===== config.mk =====
export PLATFORM = sky130hd
export DESIGN_NAME = dphy_hs_burst_arbiter_flat
export DESIGN_NICKNAME = d
export VERILOG_FILES = /design/src/rtl/dphy_hs_burst_arbiter_if.sv /design/src/rtl/dphy_hs_burst_arbiter.sv /design/src/flat_wrapper.sv
export SDC_FILE = /design/constraint.sdc
export NUM_CORES = 1
export LEC_CHECK = 0
export BUFFER_PORTS_ARGS = -buffer_cell sky130_fd_sc_hd__buf_4
export CAP_MARGIN = 20
export CELL_PAD_IN_SITES_DETAIL_PLACEMENT = 0
export CELL_PAD_IN_SITES_GLOBAL_PLACEMENT = 2
export CORE_ASPECT_RATIO = 0.8
export CORE_MARGIN = 2
export CORE_UTILIZATION = 37
export CTS_CLUSTER_DIAMETER = 30
export DETAILED_ROUTE_END_ITERATION = 10
export GPL_TIMING_DRIVEN = 1
export PLACE_DENSITY_LB_ADDON = 0.12
export SYNTH_ARGS = -nofsm -noshare
export SYNTH_HDL_FRONTEND = slang
export SYNTH_SLANG_ARGS = --single-unit

===== constraint.sdc =====
create_clock -name LPTX_CLK -period 2.2 [get_ports LPTX_CLK]
set_input_delay 0.33 -clock LPTX_CLK [delete_from_list [all_inputs] [get_ports LPTX_CLK]]
set_output_delay 0.33 -clock LPTX_CLK [all_outputs]
set_load 0.02 [all_outputs]

===== src/rtl/dphy_hs_burst_arbiter_if.sv =====
// Handshake bundle between the link-layer packet sources, the HS burst
// arbiter and the DPHY_LPTX low-power transmitter.
interface dphy_hs_burst_arbiter_if #(
  parameter int NUM_REQ = 4
);
  logic               Enable;
  logic [NUM_REQ-1:0] Req;
  logic               HSTX_EN;
  logic               LPTX_EN;
  logic               TxRequestHS;
  logic [NUM_REQ-1:0] Grant;
  logic               HsReady;
  logic               Err;

  // Requester / LPTX side: drives requests and the HS enable status.
  modport master (
    output Enable, Req, HSTX_EN,
    input  LPTX_EN, TxRequestHS, Grant, HsReady, Err
  );

  // Arbiter side.
  modport slave (
    input  Enable, Req, HSTX_EN,
    output LPTX_EN, TxRequestHS, Grant, HsReady, Err
  );
endinterface


===== src/rtl/dphy_hs_burst_arbiter.sv =====
// Round-robin arbiter sharing one D-PHY HS data lane among NUM_REQ packet
// sources: grants the lane, requests HS from the LPTX, bounds the HS window,
// sequences HS exit and enforces a stop-state gap between bursts.
module dphy_hs_burst_arbiter #(
  parameter int NUM_REQ    = 4,
  parameter int BURST_MAX  = 64,
  parameter int GAP_TIME   = 8,
  parameter int HS_TIMEOUT = 32
) (
  input  logic                    LPTX_CLK,
  input  logic                    TxRst_n,
  dphy_hs_burst_arbiter_if.slave  bus
);

  localparam int PW = (NUM_REQ > 1) ? $clog2(NUM_REQ) : 1;
  localparam int WW = $clog2(HS_TIMEOUT + 1);
  localparam int BW = $clog2(BURST_MAX + 1);
  localparam int GW = $clog2(GAP_TIME + 1);

  localparam logic [2:0] S_IDLE   = 3'd0;
  localparam logic [2:0] S_REQ_HS = 3'd1;
  localparam logic [2:0] S_BURST  = 3'd2;
  localparam logic [2:0] S_EXIT   = 3'd3;
  localparam logic [2:0] S_GAP    = 3'd4;

  logic [2:0]         state, state_nxt;
  logic [PW-1:0]      rr_ptr, ptr_nxt;
  logic [WW-1:0]      wait_cnt, wait_nxt;
  logic [BW-1:0]      burst_cnt, burst_nxt;
  logic [GW-1:0]      gap_cnt, gap_nxt;
  logic [NUM_REQ-1:0] grant_q, grant_nxt;
  logic               txreq_q, txreq_nxt;
  logic               rdy_q, rdy_nxt;
  logic               lptx_en_q;
  logic               err_q, err_pend, err_evt;
  logic               found;
  logic [PW-1:0]      win_idx;
  logic               req_g;
  logic               wait_hit, burst_hit, gap_hit;

  assign req_g     = |(bus.Req & grant_q);
  assign wait_hit  = (wait_cnt  >= WW'(HS_TIMEOUT - 1));
  assign burst_hit = (burst_cnt >= BW'(BURST_MAX - 1));
  assign gap_hit   = (gap_cnt   >= GW'(GAP_TIME - 1));

  // Round-robin pick: lowest requester above the pointer, else lowest overall.
  always_comb begin
    found   = 1'b0;
    win_idx = '0;
    for (int unsigned j = 0; j < NUM_REQ; j++) begin
      if (!found && bus.Req[j] && (j > 32'(rr_ptr))) begin
        found   = 1'b1;
        win_idx = PW'(j);
      end
    end
    for (int unsigned j = 0; j < NUM_REQ; j++) begin
      if (!found && bus.Req[j]) begin
        found   = 1'b1;
        win_idx = PW'(j);
      end
    end
  end

  // Next-state and next-output decode for the lane ownership FSM.
  always_comb begin
    state_nxt = state;
    ptr_nxt   = rr_ptr;
    grant_nxt = grant_q;
    txreq_nxt = txreq_q;
    rdy_nxt   = rdy_q;
    err_evt   = 1'b0;
    case (state)
      S_IDLE: begin
        if (bus.Enable && found) begin
          grant_nxt = NUM_REQ'(1) << win_idx;
          ptr_nxt   = win_idx;
          txreq_nxt = 1'b1;
          state_nxt = S_REQ_HS;
        end
      end
      S_REQ_HS: begin
        if (bus.HSTX_EN) begin
          rdy_nxt   = 1'b1;
          state_nxt = S_BURST;
        end else if (!req_g || !bus.Enable) begin
          state_nxt = S_EXIT;
        end else if (wait_hit) begin
          err_evt   = 1'b1;
          state_nxt = S_EXIT;
        end
      end
      S_BURST: begin
        if (!bus.HSTX_EN) begin
          err_evt   = 1'b1;
          state_nxt = S_EXIT;
        end else if (!req_g || burst_hit || !bus.Enable) begin
          state_nxt = S_EXIT;
        end
      end
      S_EXIT: begin
        if (!bus.HSTX_EN) begin
          state_nxt = S_GAP;
        end else if (wait_hit) begin
          err_evt   = 1'b1;
          state_nxt = S_GAP;
        end
      end
      S_GAP: begin
        if (gap_hit) state_nxt = S_IDLE;
      end
      default: begin
        state_nxt = S_IDLE;
      end
    endcase
    // Lane is released on the same edge the FSM leaves REQ_HS/BURST.
    if (state_nxt == S_EXIT && state != S_EXIT) begin
      txreq_nxt = 1'b0;
      rdy_nxt   = 1'b0;
      grant_nxt = '0;
    end
    if (state_nxt == S_IDLE && state != S_IDLE) begin
      txreq_nxt = 1'b0;
      rdy_nxt   = 1'b0;
      grant_nxt = '0;
    end
  end

  // Saturating per-state counters, cleared on every state change.
  always_comb begin
    wait_nxt  = wait_cnt;
    burst_nxt = burst_cnt;
    gap_nxt   = gap_cnt;
    if (state_nxt != state) begin
      wait_nxt  = '0;
      burst_nxt = '0;
      gap_nxt   = '0;
    end else begin
      case (state)
        S_REQ_HS, S_EXIT: if (wait_cnt != WW'(HS_TIMEOUT)) wait_nxt = wait_cnt + 1'b1;
        S_BURST:          if (burst_cnt != BW'(BURST_MAX)) burst_nxt = burst_cnt + 1'b1;
        S_GAP:            if (gap_cnt != GW'(GAP_TIME)) gap_nxt = gap_cnt + 1'b1;
        default:          ;
      endcase
    end
  end

  // State, counters and registered outputs.
  always_ff @(posedge LPTX_CLK or negedge TxRst_n) begin
    if (!TxRst_n) begin
      state     <= S_IDLE;
      rr_ptr    <= PW'(NUM_REQ - 1);
      wait_cnt  <= '0;
      burst_cnt <= '0;
      gap_cnt   <= '0;
      grant_q   <= '0;
      txreq_q   <= 1'b0;
      rdy_q     <= 1'b0;
      lptx_en_q <= 1'b0;
      err_q     <= 1'b0;
      err_pend  <= 1'b0;
    end else begin
      state     <= state_nxt;
      rr_ptr    <= ptr_nxt;
      wait_cnt  <= wait_nxt;
      burst_cnt <= burst_nxt;
      gap_cnt   <= gap_nxt;
      grant_q   <= grant_nxt;
      txreq_q   <= txreq_nxt;
      rdy_q     <= rdy_nxt;
      lptx_en_q <= bus.Enable;
      // An error arriving while Err is already high is held one cycle so
      // back-to-back events still appear as separate pulses.
      err_q     <= (err_evt | err_pend) & ~err_q;
      err_pend  <= (err_evt | err_pend) & err_q;
    end
  end

  assign bus.LPTX_EN     = lptx_en_q;
  assign bus.TxRequestHS = txreq_q;
  assign bus.Grant       = grant_q;
  assign bus.HsReady     = rdy_q;
  assign bus.Err         = err_q;

endmodule


===== src/flat_wrapper.sv =====
// flat-port wrapper written by rule: the top's interface ports become plain ports
module dphy_hs_burst_arbiter_flat 
#(
  parameter int NUM_REQ    = 4,
  parameter int BURST_MAX  = 64,
  parameter int GAP_TIME   = 8,
  parameter int HS_TIMEOUT = 32
)
  (LPTX_CLK, TxRst_n, bus_Enable, bus_Req, bus_HSTX_EN, bus_LPTX_EN, bus_TxRequestHS, bus_Grant, bus_HsReady, bus_Err);
  dphy_hs_burst_arbiter_if #(.NUM_REQ(NUM_REQ)) bus_i ();
  input  logic LPTX_CLK;
  input  logic TxRst_n;
  input wire logic [$bits(bus_i.Enable)-1:0] bus_Enable;
  input wire logic [$bits(bus_i.Req)-1:0] bus_Req;
  input wire logic [$bits(bus_i.HSTX_EN)-1:0] bus_HSTX_EN;
  output wire logic [$bits(bus_i.LPTX_EN)-1:0] bus_LPTX_EN;
  output wire logic [$bits(bus_i.TxRequestHS)-1:0] bus_TxRequestHS;
  output wire logic [$bits(bus_i.Grant)-1:0] bus_Grant;
  output wire logic [$bits(bus_i.HsReady)-1:0] bus_HsReady;
  output wire logic [$bits(bus_i.Err)-1:0] bus_Err;
  assign bus_i.Enable = bus_Enable;
  assign bus_i.Req = bus_Req;
  assign bus_i.HSTX_EN = bus_HSTX_EN;
  assign bus_LPTX_EN = bus_i.LPTX_EN;
  assign bus_TxRequestHS = bus_i.TxRequestHS;
  assign bus_Grant = bus_i.Grant;
  assign bus_HsReady = bus_i.HsReady;
  assign bus_Err = bus_i.Err;
  dphy_hs_burst_arbiter #(.NUM_REQ(NUM_REQ), .BURST_MAX(BURST_MAX), .GAP_TIME(GAP_TIME), .HS_TIMEOUT(HS_TIMEOUT)) u_core (.LPTX_CLK(LPTX_CLK), .TxRst_n(TxRst_n), .bus(bus_i));
endmodule

==> reports/metrics.yaml <==
global_routing:
  grt_overflow_total: 0
  grt_pass1_vias: 1379
  grt.total_usage_pct: 15.8
  pin_count_of_the_biggest_net_entering_global_routing: 32
  grt_antenna_before_repair: 0
  grt_pass1_wl_um: 6460
yosys:
  synth_enable_flop_cells: 0
  postSynth.topFlopCell: "dfrtp_1"
  netlist-cell-type-count: 55
  synthMuxAreaShare_pct: 1.69
  synth_largest_area_cell: "dfrtp_1"
  main_combinational_cell_family_by_area_after_synthesis: "simple AND/OR/NAND/NOR gates"
  synth-xor-area-share_pct: 6.39
  synth-async-reset-ratio_pct: 100
  synthSimpleGateAreaFrac_pct: 20.2
  syn-mean-instance-area_um2: 9.68
  yosys.area.top_type_share_pct: 40.7
  synth-warning-count: 0
  syn_nets: 198
  synth_adder_area_share_pct: 4.21
  ys_top_cells_by_area: "dfrtp_1 41%, nor2_1 5.5%, ha_1 4.2%"
  postSynthCellCount: 184
  mappedNetlistArea_mm2: 0.00178
  yosys_register_bits: 31
  synth_sequential_area_ratio_pct: 43.7
  synth-compound-area-share_pct: 20.0
sta:
  timing.final.hold_violations: 0
  timing.fmax_ghz: 0.486
  max_slew_margin_pct: 64.6
  final_min_period_over_clock_period_pct: 93.6
  drv_slew: 0
  finalCriticalPeriod_ps: 2060
  rsz0062_at_grt: "no"
  setup-tns-final_ps: 0
  final-setup-viol-count: 0
  worst-slew-pin-transition_ps: 524
  skew_ps: 6.49
  fin_worst_hold_slack_ps: 193
placement:
  buffer_ports.inserted: 15
  gp_congestion: 0.845
  hpwlAfterDp_um: 2830
finish:
  layout.nets: 221
  fraction_of_layout_cells_with_a_size_suffix_above_1_pct: 19.3
  antenna_cells_inserted: 0
  synthToLayoutAreaGrowth_pct: 16.6
die:
  die_ht_um: 66.1
  fp.dieArea_mm2: 0.00539
  floorplan.io_pins: 16
  rows: 22
  initial_core_util_pct: 38.5
  die_width_um: 81.6
  core-area_mm2: 0.00462
setup_path:
  cpLargestDelayFamily: "compound AO/OA/AOI/OAI gates"
  cp_slowest_stage_delay_ps: 410
  cp_cell_sequence: "ha_1 -> a41o_1 -> a211o_1 -> o21bai_1 -> nand3_2 -> a21oi_1"
  worst_r2r_path_depth: 6
  worst_path_cell_with_the_longest_stage_delay: "dfrtp_1"
  crit_buf_inv: 0
  critPathArrivalTime_ps: 2250
  crit_path_max_fanout: 17
  timing.critical_path.to_type: "flip-flop"
  worstSetupPathDepth: 6
  crit_type: "flip-flop to flip-flop"
  cp_data_required_time_ps: 2390
  setup.worst_path.start_class: "flip-flop"
routing:
  post_drt_wl_per_cell_um: 14.1
  post_dr_vias_cell: 5.31
  routed-via-count: 1417
  route.final.wire_length_um: 3760
  drt_drc_violations_left: 0
  detail-route-antenna-nets: 0
  drt_first_pass_iters: 4
  initialDrtViolationCount: 60
power:
  pwr_density_cell_mw_per_mm2: 1150
  p_leak_uw: 0.000907
  max-vdd-ir-drop_uv: 645
clocking:
  clock_tree.buffer_depth: 2
  cts_sink_cnt: 31
  postCtsSetupRepairBufs: 0
  cts-root-buf: "clkbuf_8"
  clk_transition_reported_paths_ps: 60
  cts_inserted_buffers: 5
  htree_levels: 2
  cts_tree: "done"
  worst_skew_pair.late_latency_ps: 270
hold_path:
  timing.hold.worst.class: "primary input to flip-flop"
  holdPathStages: 1
outcome:
  run_status: "complete, no violations"
job:
  maxCapViolations: 0
## layer usage
layer  vias to the layer above  global-route usage (%)  part of all wire (%)
li1                        702                       -                     -
met1                       682                    22.9                    50
met2                        30                    23.5                    44
met3                         3                    4.37                   5.5
met4                         0                    3.75                  0.43
met5                         -                       0                     0
## Yosys cell counts (2+ instances only)
cell,instances
nor3b_1,3
a31oi_1,2
a21oi_1,7
or2_2,2
nand2_1,8
a22oi_1,4
nor3_1,6
a21o_1,2
o31ai_1,2
nand4_1,5
nor2_1,26
mux2i_1,3
dfrtp_1,29
o21ai_0,11
inv_1,9
nand2b_1,3
buf_2,4
ha_1,6
xor2_1,8
nor2b_1,2
xnor2_1,5
a22o_1,2
nand3_1,2
dfstp_2,2
## worst paths after layout
check                                         from                   to  slack (ps)
max in group asynchronous                  TxRst_n     u_core.rr_ptr[1]        1350
worst max-delay path            u_core.wait_cnt[0]  u_core.burst_cnt[6]         140
worst max register to register  u_core.wait_cnt[0]  u_core.burst_cnt[6]         140
worst min-delay path                    bus_Enable   u_core.bus.LPTX_EN         190
min in group asynchronous                  TxRst_n  u_core.burst_cnt[3]         520
worst min register to register      u_core.bus.Err       u_core.bus.Err         450
## flip-flops by register name, summed over array words and instances (netlist names)
register and count:
u_core.burst_cnt 7, u_core.wait_cnt 6, u_core.bus.Grant 4, u_core.gap_cnt 4
u_core.state 3, u_core.rr_ptr 2, u_core.bus.Err 1, u_core.bus.HsReady 1
u_core.bus.LPTX_EN 1, u_core.bus.TxRequestHS 1, u_core.err_pend 1
## report_power, final
part / internal (µW) / switching (µW) / total (µW)
sequential: 696 / 148 / 844
combinational: 491 / 604 / 1100
clock: 245 / 196 / 441
total: 1430 / 948 / 2380
## cell families (layout without fill, tap and decap cells)
logic type,Yosys count,in the layout
and+or+nand+nor,68,68
adders and majority gates,6,6
AOI/OAI and AO/OA,48,48
DFF,31,31
muxes,3,3
buffers and inverters,15,38
xor gates and xnor gates,13,13
## what timing repair did
action / in CTS / in global routing
endpoints found under the hold margin: 29 / 0
resized for setup: 0 / 0
hold buffers: 1 / 0
setup endpoints to repair: 0 / 0
## cell usage in the layout (no fill, tap or decap), types with 2 or more instances in the layout
| cell type | synthesis | layout |
|---|---|---|
| a21o_1 | 2 | 2 |
| o31ai_1 | 2 | 2 |
| nand4_1 | 5 | 5 |
| buf_4 | 0 | 21 |
| xnor2_1 | 5 | 5 |
| nor3_1 | 6 | 6 |
| or2_2 | 2 | 2 |
| nor2_1 | 26 | 26 |
| dfstp_2 | 2 | 2 |
| dfrtp_1 | 29 | 29 |
| mux2i_1 | 3 | 3 |
| nand3_1 | 2 | 2 |
| a31oi_1 | 2 | 2 |
| nand2_1 | 8 | 8 |
| clkbuf_8 | 0 | 6 |
| a22oi_1 | 4 | 4 |
| nor3b_1 | 3 | 3 |
| xor2_1 | 8 | 8 |
| a22o_1 | 2 | 2 |
| nor2b_1 | 2 | 2 |
| inv_1 | 9 | 9 |
| o21ai_0 | 11 | 11 |
| a21oi_1 | 7 | 7 |
| ha_1 | 6 | 6 |
| nand2b_1 | 3 | 3 |
## final cells by class
cell class | instances | area (µm²)
fillers | 459 | 2550
repair buffers | 22 | 168
clock inverters | 1 | 5.00
well taps | 60 | 75.1
inverters | 9 | 33.8
clock buffers | 6 | 82.6
multi-input cells | 138 | 935
flip-flops and latches | 31 | 778
## per-stage QoR
stage	cell area [µm²]	total power, µW	setup WS, ps	util (%)	cells
after global routing	2080	2590	3.55	44.9	267
after CTS	2080	2410	123	44.9	267
final	2080	2380	141	44.9	267
after detailed placement	1980	1950	147	42.8	259
after floorplan	1780	1610	330	-	184
after global placement	1980	1940	195	42.8	259
(Power assumes the default switching activity.)
